### config.mk
export PLATFORM = sky130hd
export DESIGN_NAME = uart_bus_bridge
export DESIGN_NICKNAME = d
export VERILOG_FILES = /design/src/rtl/uart_bus_bridge.sv
export SDC_FILE = /design/constraint.sdc
export NUM_CORES = 1
export LEC_CHECK = 0
export ABC_AREA = 1
export CORE_MARGIN = 8
export CORE_UTILIZATION = 33
export DETAILED_ROUTE_END_ITERATION = 8
export PLACE_DENSITY = 0.68
export SLEW_MARGIN = 20
export SYNTH_ARGS = -nofsm -noshare
export SYNTH_HDL_FRONTEND = slang
export SYNTH_SLANG_ARGS = --single-unit
### constraint.sdc
create_clock -name clk_i -period 3.1 [get_ports clk_i]
set_clock_uncertainty 0.15 [all_clocks]
set_input_delay 0.31 -clock clk_i [delete_from_list [all_inputs] [get_ports clk_i]]
set_output_delay 0.31 -clock clk_i [all_outputs]
set_load 0.03 [all_outputs]
### src/rtl/uart_bus_bridge.sv
// uart_bus_bridge: byte-stream command decoder bridging a UART rx/tx byte path to a
// single-word host bus master. Used as a debug/loader master.
//
// Commands (multi-byte fields little-endian):
//   'W' (0x57), AddrWidth/8 address bytes, 4 data bytes  -> reply 'K' (0x4B)
//   'R' (0x52), AddrWidth/8 address bytes                 -> reply 4 read-data bytes
//   Bus error on either                                   -> reply 'E' (0x45)
//
// Ports:
//   clk_i, rst_ni                       clock, asynchronous active-low reset
//   rx_valid_i/rx_data_i/rx_ready_o     received byte stream
//   tx_valid_o/tx_data_o/tx_ready_i     response byte stream
//   host_req_o/host_gnt_i               bus request handshake
//   host_addr_o/we_o/be_o/wdata_o       bus request payload (addr word-aligned, be always 4'hF)
//   host_rvalid_i/rdata_i/err_i         bus response
//   busy_o                              parser not idle
module uart_bus_bridge #(
   parameter int unsigned AddrWidth   = 32,
   parameter int unsigned DataWidth   = 32,
   parameter int unsigned ByteTimeout = 500_000
) (
   input  logic                 clk_i,
   input  logic                 rst_ni,
   input  logic                 rx_valid_i,
   input  logic [7:0]           rx_data_i,
   output logic                 rx_ready_o,
   output logic                 tx_valid_o,
   output logic [7:0]           tx_data_o,
   input  logic                 tx_ready_i,
   output logic                 host_req_o,
   input  logic                 host_gnt_i,
   output logic [AddrWidth-1:0] host_addr_o,
   output logic                 host_we_o,
   output logic [3:0]           host_be_o,
   output logic [DataWidth-1:0] host_wdata_o,
   input  logic                 host_rvalid_i,
   input  logic [DataWidth-1:0] host_rdata_i,
   input  logic                 host_err_i,
   output logic                 busy_o
);

   localparam int unsigned TimerWidth = $clog2(ByteTimeout);
   localparam logic [TimerWidth-1:0] TimerMax = TimerWidth'(ByteTimeout - 1);
   localparam int unsigned AddrBytes = AddrWidth / 8;
   localparam logic [1:0] AddrLast = 2'(AddrBytes - 1);

   typedef enum logic [2:0] {
      StIdle,
      StAddr,
      StData,
      StBusReq,
      StBusWait,
      StResp
   } state_e;

   state_e                state_q, state_d;
   logic                  write_q, write_d;
   logic [1:0]            cnt_q, cnt_d;
   logic [AddrWidth-1:0]  addr_q, addr_d;
   logic [DataWidth-1:0]  wdata_q, wdata_d;
   logic [TimerWidth-1:0] timer_q, timer_d;
   // Response bytes go out from the low byte; the buffer shifts right on each handshake.
   logic [DataWidth-1:0]  resp_q, resp_d;
   logic [2:0]            resp_left_q, resp_left_d;
   logic                  rx_fire;

   assign rx_fire = rx_valid_i & rx_ready_o;

   always_comb begin
      state_d     = state_q;
      write_d     = write_q;
      cnt_d       = cnt_q;
      addr_d      = addr_q;
      wdata_d     = wdata_q;
      timer_d     = timer_q;
      resp_d      = resp_q;
      resp_left_d = resp_left_q;

      unique case (state_q)
         StIdle: begin
            timer_d = '0;
            if (rx_fire && (rx_data_i == 8'h57 || rx_data_i == 8'h52)) begin
               write_d = (rx_data_i == 8'h57);
               cnt_d   = '0;
               state_d = StAddr;
            end
         end

         StAddr: begin
            if (rx_fire) begin
               for (int i = 0; i < AddrBytes; i++) begin
                  if (cnt_q == 2'(i)) addr_d[8*i +: 8] = rx_data_i;
               end
               timer_d = '0;
               cnt_d   = cnt_q + 2'd1;
               if (cnt_q == AddrLast) begin
                  cnt_d   = '0;
                  state_d = write_q ? StData : StBusReq;
               end
            end else if (timer_q == TimerMax) begin
               state_d = StIdle;
            end else begin
               timer_d = timer_q + 1'b1;
            end
         end

         StData: begin
            if (rx_fire) begin
               for (int i = 0; i < 4; i++) begin
                  if (cnt_q == 2'(i)) wdata_d[8*i +: 8] = rx_data_i;
               end
               timer_d = '0;
               cnt_d   = cnt_q + 2'd1;
               if (cnt_q == 2'd3) begin
                  cnt_d   = '0;
                  state_d = StBusReq;
               end
            end else if (timer_q == TimerMax) begin
               state_d = StIdle;
            end else begin
               timer_d = timer_q + 1'b1;
            end
         end

         StBusReq: begin
            if (host_gnt_i) state_d = StBusWait;
         end

         StBusWait: begin
            if (host_rvalid_i) begin
               state_d = StResp;
               if (host_err_i) begin
                  resp_d      = DataWidth'(8'h45);
                  resp_left_d = 3'd1;
               end else if (write_q) begin
                  resp_d      = DataWidth'(8'h4B);
                  resp_left_d = 3'd1;
               end else begin
                  resp_d      = host_rdata_i;
                  resp_left_d = 3'd4;
               end
            end
         end

         StResp: begin
            // tx_valid_o is high for the whole state, so tx_ready_i alone is the handshake.
            if (tx_ready_i) begin
               resp_d      = resp_q >> 8;
               resp_left_d = resp_left_q - 3'd1;
               if (resp_left_q == 3'd1) state_d = StIdle;
            end
         end

         default: state_d = StIdle;
      endcase
   end

   always_ff @(posedge clk_i or negedge rst_ni) begin
      if (!rst_ni) begin
         state_q     <= StIdle;
         write_q     <= 1'b0;
         cnt_q       <= '0;
         addr_q      <= '0;
         wdata_q     <= '0;
         timer_q     <= '0;
         resp_q      <= '0;
         resp_left_q <= '0;
      end else begin
         state_q     <= state_d;
         write_q     <= write_d;
         cnt_q       <= cnt_d;
         addr_q      <= addr_d;
         wdata_q     <= wdata_d;
         timer_q     <= timer_d;
         resp_q      <= resp_d;
         resp_left_q <= resp_left_d;
      end
   end

   assign rx_ready_o   = (state_q == StIdle) || (state_q == StAddr) || (state_q == StData);
   assign tx_valid_o   = (state_q == StResp);
   assign tx_data_o    = resp_q[7:0];
   assign host_req_o   = (state_q == StBusReq);
   assign host_addr_o  = {addr_q[AddrWidth-1:2], 2'b00};
   assign host_we_o    = write_q;
   assign host_be_o    = 4'hF;
   assign host_wdata_o = wdata_q;
   assign busy_o       = (state_q != StIdle);

endmodule

# ---- Word level (Yosys, flattened, before mapping)
# Index checks and enable logic that the tools add are counted.
# Widths: inputs -> output; s select.
dict set report totals {
  wordCells 91
  ff_bits 124
  inputBits 47
  output_inout_bits 81
}
dict set report classes {
  n_addsub 3
  n_reduce_logical 23
  n_eq_ne 21
  muxes 29
  bitwise 1
}
# cell n
set op_table {}
lappend op_table {{$mux 32} 4}
lappend op_table {{$pmux 32 s2} 1}
lappend op_table {{$mux 3} 14}
lappend op_table {{$mux 19} 2}
lappend op_table {{$pmux 19 s2} 1}
lappend op_table {{$reduce_and 3->1} 10}
lappend op_table {{$add 19x1->19 const B} 1}
lappend op_table {{$eq 19x19->1 const B} 1}
lappend op_table {{$pmux 3 s6} 1}
lappend op_table {{$eq 8x7->1 const B} 2}
lappend op_table {{$ne 3x3->1 const B} 3}
lappend op_table {{$ne 2x1->1 const B} 4}
lappend op_table {{$reduce_and 7->1} 1}
lappend op_table {{$eq 3x1->1 const B} 2}
lappend op_table {{$eq 3x2->1 const B} 2}
lappend op_table {{$eq 3x3->1 const B} 2}
lappend op_table {{$mux 2} 3}
lappend op_table {{$pmux 3 s2} 1}
lappend op_table {{$eq 2x2->1 const B} 2}
lappend op_table {{$ne 2x2->1 const B} 2}
lappend op_table {{$pmux 2 s2} 1}
lappend op_table {{$reduce_and 2->1} 2}
lappend op_table {{$reduce_bool 2->1} 2}
lappend op_table {{$logic_not 3->1} 1}
lappend op_table {{other kinds (10)} 12}

# ---- Longest topological paths before layout
dict set report logic_depth {
  depth_word 7
  mapped_depth 13
}

# ---- Worst setup path before layout
# No wires, ideal clock.
dict set report synth_timing {
  kind {reg2reg}
  startpoint {register timer_q[0]}
  endpoint {register timer_q[9]}
  period_less_slack_ns 1.738
  setup_ns 0.071
  arrival_ns 1.517
  stages_incl_launch_ff 10
  path_slack_ns 1.362
  cell_sequence {dfrtp_1 ha_1 nand3_1 inv_1 nand3_1 nand2_1 buf_2 o21ai_0 nand2_1 nor2_1}
}
dict set report synth_between {
  elab_chain_cells 4
}
# element line
set synth_lines {}
lappend synth_lines {{from (decl)} 61} ;# logic [TimerWidth-1:0] timer_q, timer_d;
lappend synth_lines {{from (signal assigned)} 174} ;# timer_q <= timer_d;
lappend synth_lines {{$add 19x1->19} {103, 121}}
lappend synth_lines {{$mux 19} {100, 118}}
lappend synth_lines {{$mux 19} 90} ;# if (rx_fire) begin
lappend synth_lines {{$pmux 19 s2} 79} ;# unique case (state_q)
# Several ways; a longest one is shown, not always the timed one. The select of a mux whose other input is x is not followed.
# A chain may end at the register's enable or synchronous reset.

# ---- Worst setup path after layout
dict set report layout_timing {
  startpoint {register state_q[0]}
  endpoint {output port busy_o}
}
dict set report layout_between {
  elab_chain_cells 1
}
# element line
set layout_lines {}
lappend layout_lines {{from (decl)} 56} ;# state_e state_q, state_d;
lappend layout_lines {{from (signal assigned)} 160} ;# state_q <= StIdle;
lappend layout_lines {{from (signal assigned)} 169} ;# state_q <= state_d;
lappend layout_lines {{$reduce_bool 3->1} 188} ;# assign busy_o = (state_q != StIdle);
lappend layout_lines {{to (decl)} 39} ;# output logic busy_o
# No other way between the ends.

==> run metrics <==
top cell family by delay on the critical path=buffers and inverters; Skew-Pair Late Insertion Delay=just over 400 ps; initial antenna violation count=0; total grt overflow=0; Final TNS setup=0 ps; Boundary Pins=128; drt first pass iters=6; worst slew pin tran=711 ps; Netlist cell types=37; critical path class=reg -> out; vias in the first global route=4,884; Antenna Nets Post-Route=0; minimum clock period=between 2000 and 3000 ps; gr usage total=0.149; Top FF cell, synth=dfrtp_1; number of setup buffers added after CTS=0; Max Cap Viol=0; placed insts=1,006; HPWL Detailed=about 12 mm; Starting Density=0.333; commonest cells in the netlist=186 x nand2_1, 122 x dfrtp_1, 63 x o21ai_0, 47 x nor2_1, 46 x inv_1; Root Buffer=clkbuf_16; cell area after layout=7810 sq um; Pwr Density=965 nW/um^2; Diodes inserted=0; Worst Path Max Fanout=6; Layout area overhead=31.8%; drt initial violations=~410; Synth Cell Area=a little under 6000 sq um; GPL Wtd Cong=0.866; fin crit share=0.848; post-placement cell area=7210 sq um; routed vias/inst=4.81; worst path cell trace=inv_2 > nand2_2 > nor2_1 > inv_1 > clkdlybuf4s50_1; # port buffers=121; die footprint=22,500 sq um; Net count, final=851; cells after synthesis=685; worst path required time=2640 ps; Synth area leaders=dfrtp_1 52%, nand2_1 12%, o21ai_0 5.3%, nand3_1 3.1%, nor2_1 3.0%; Slew Limit Fails=0; static leakage=3.52 nW; Design Power=0.00754 W; register bit total from synthesis=122; RSZ-0062 raised after global routing=no; core area=17,800 sq um; Crit-path slowest cell=clkdlybuf4s50_1; Yosys top cell area share=0.515; Ys Warns=0; Crit. End Element=output port; WL/cell=approximately 16 um; WP buf/inv=3; final hold viol count=0; Die Y=roughly 150 um; TritonCTS buffer count=17; die width=150 um; CP arrival=approximately 2200 ps; DRC=0; CP Launch Type=flop; Hold WC Path Type=in -> async; register area share after synthesis=0.515; Synth area leader=dfrtp_1; clock sink count=between 100 and 150; layout cells sized above 1=0.101; Final Non-Filler Cells=roughly 1,000; largest net degree at the start of global routing=60; count leader, synth=nand2_1; number of flops mapped to enable cells by yosys=0; Worst IR Drop VDD=0.567 mV; Max-slew headroom=0.525; Site Rows=roughly 50; Async SR Flop Fraction=1.00; CTS tree=done; Worst-path clk slew=50 ps; WHS=249 ps; H-tree depth=4; syn_area_per_cell=8.65 sq um; routed via count=around 5,000; Achievable Freq=381 MHz; Largest stage delay, worst path=660 ps; total wire length=16.3 mm; layout filler cell count=1,723; setup violators final=0; outcome=finished clean; clk buf depth=2; first-pass GRT wire length=roughly 26 mm
[per-layer routing]
layer	routed length (um)	global-route usage
met1	7360	0.193
met4	266	0.0515
met5	0	0
met3	1300	0.0565
met2	7380	0.223
[final timing paths]
| kind | cells past startpoint | start | slack (ps) | to |
|---|---|---|---|---|
| worst max-delay path | 5 | state_q[0] | 470 | busy_o |
| worst min-delay path | 2 | rst_ni | 250 | resp_q[5] |
| worst max register to register | 8 | timer_q[1] | 850 | timer_q[16] |
| worst min register to register | 2 | resp_q[30] | 330 | resp_q[30] |
| max in group asynchronous | 3 | rst_ni | 1790 | addr_q[5] |
| min in group clk_i | 3 | host_rdata_i[25] | 300 | resp_q[25] |
[report_power, final]
part	switching, W	internal, W	leakage (nW)
Clock	0.000709	0.00124	0.281
Combinational	0.00197	0.00113	1.62
Sequential	0.000361	0.00213	1.62
[final cells by class]
class	instances	area, sq um	area share
Multi-Input combinational cell	472	2400	0.307
Inverter	56	213	0.0272
Sequential cell	122	3050	0.391
Clock inverter	10	119	0.0152
Timing Repair Buffer	128	1280	0.163
Tap cell	229	287	0.0367
Clock buffer	21	470	0.0602
[repair_timing]
action                    CTS  global route
hold buffers                1             0
resized for setup           0             0
hold endpoints to repair   32             0
[sequential cells by signal, summed over array words and instances (netlist names)]
| name | flops |
|---|---|
| host_wdata_o | 32 |
| resp_q | 32 |
| addr_q | 30 |
| timer_q | 19 |
| resp_left_q | 3 |
| state_q | 3 |
| cnt_q | 2 |
| host_we_o | 1 |
[worst reg2reg max path, stage by stage (launching register included)]
cell and delay (ps):
dfrtp_1 380, ha_1 240, nand3_1 160, inv_1 200, nand3_1 180, nand2_1 390, nand2_4 240, nand4_1 160
nand2_1 60
[stage by stage]
step,utilization,setup WS [ps]
2_1_floorplan,-,1360
3_3_place_gp,0.406,809
3_5_place_dp,0.406,744
4_1_cts,0.439,442
5_1_grt,0.439,312
6_report,0.439,472
[logic make-up after synthesis]
kind of cell             after synthesis  share of synthesized area
AND/OR/NAND/NOR                      313                      0.236
AO/OA/AOI/OAI                        138                      0.138
XOR/XNOR                               8                     0.0118
adder cells (fa/ha/maj)                7                     0.0148
other                                  2                    0.00127
flip-flops                           122                      0.515
buffers and inverters                 95                     0.0832
[layout by cell type, fill, tap and decap left out, drive strengths merged, types with 7 or more instances in the layout]
cell and instances:
clkbuf 21, nand3 38, dfrtp 122, clkdlybuf4s50 120, xor2 7, inv 56
nand4 14, buf 7, nand2 201, nor2 52, a22oi 19, o21ai 104
ha 7, nor3 7
Note: power is estimated with default switching activity, not from simulation.
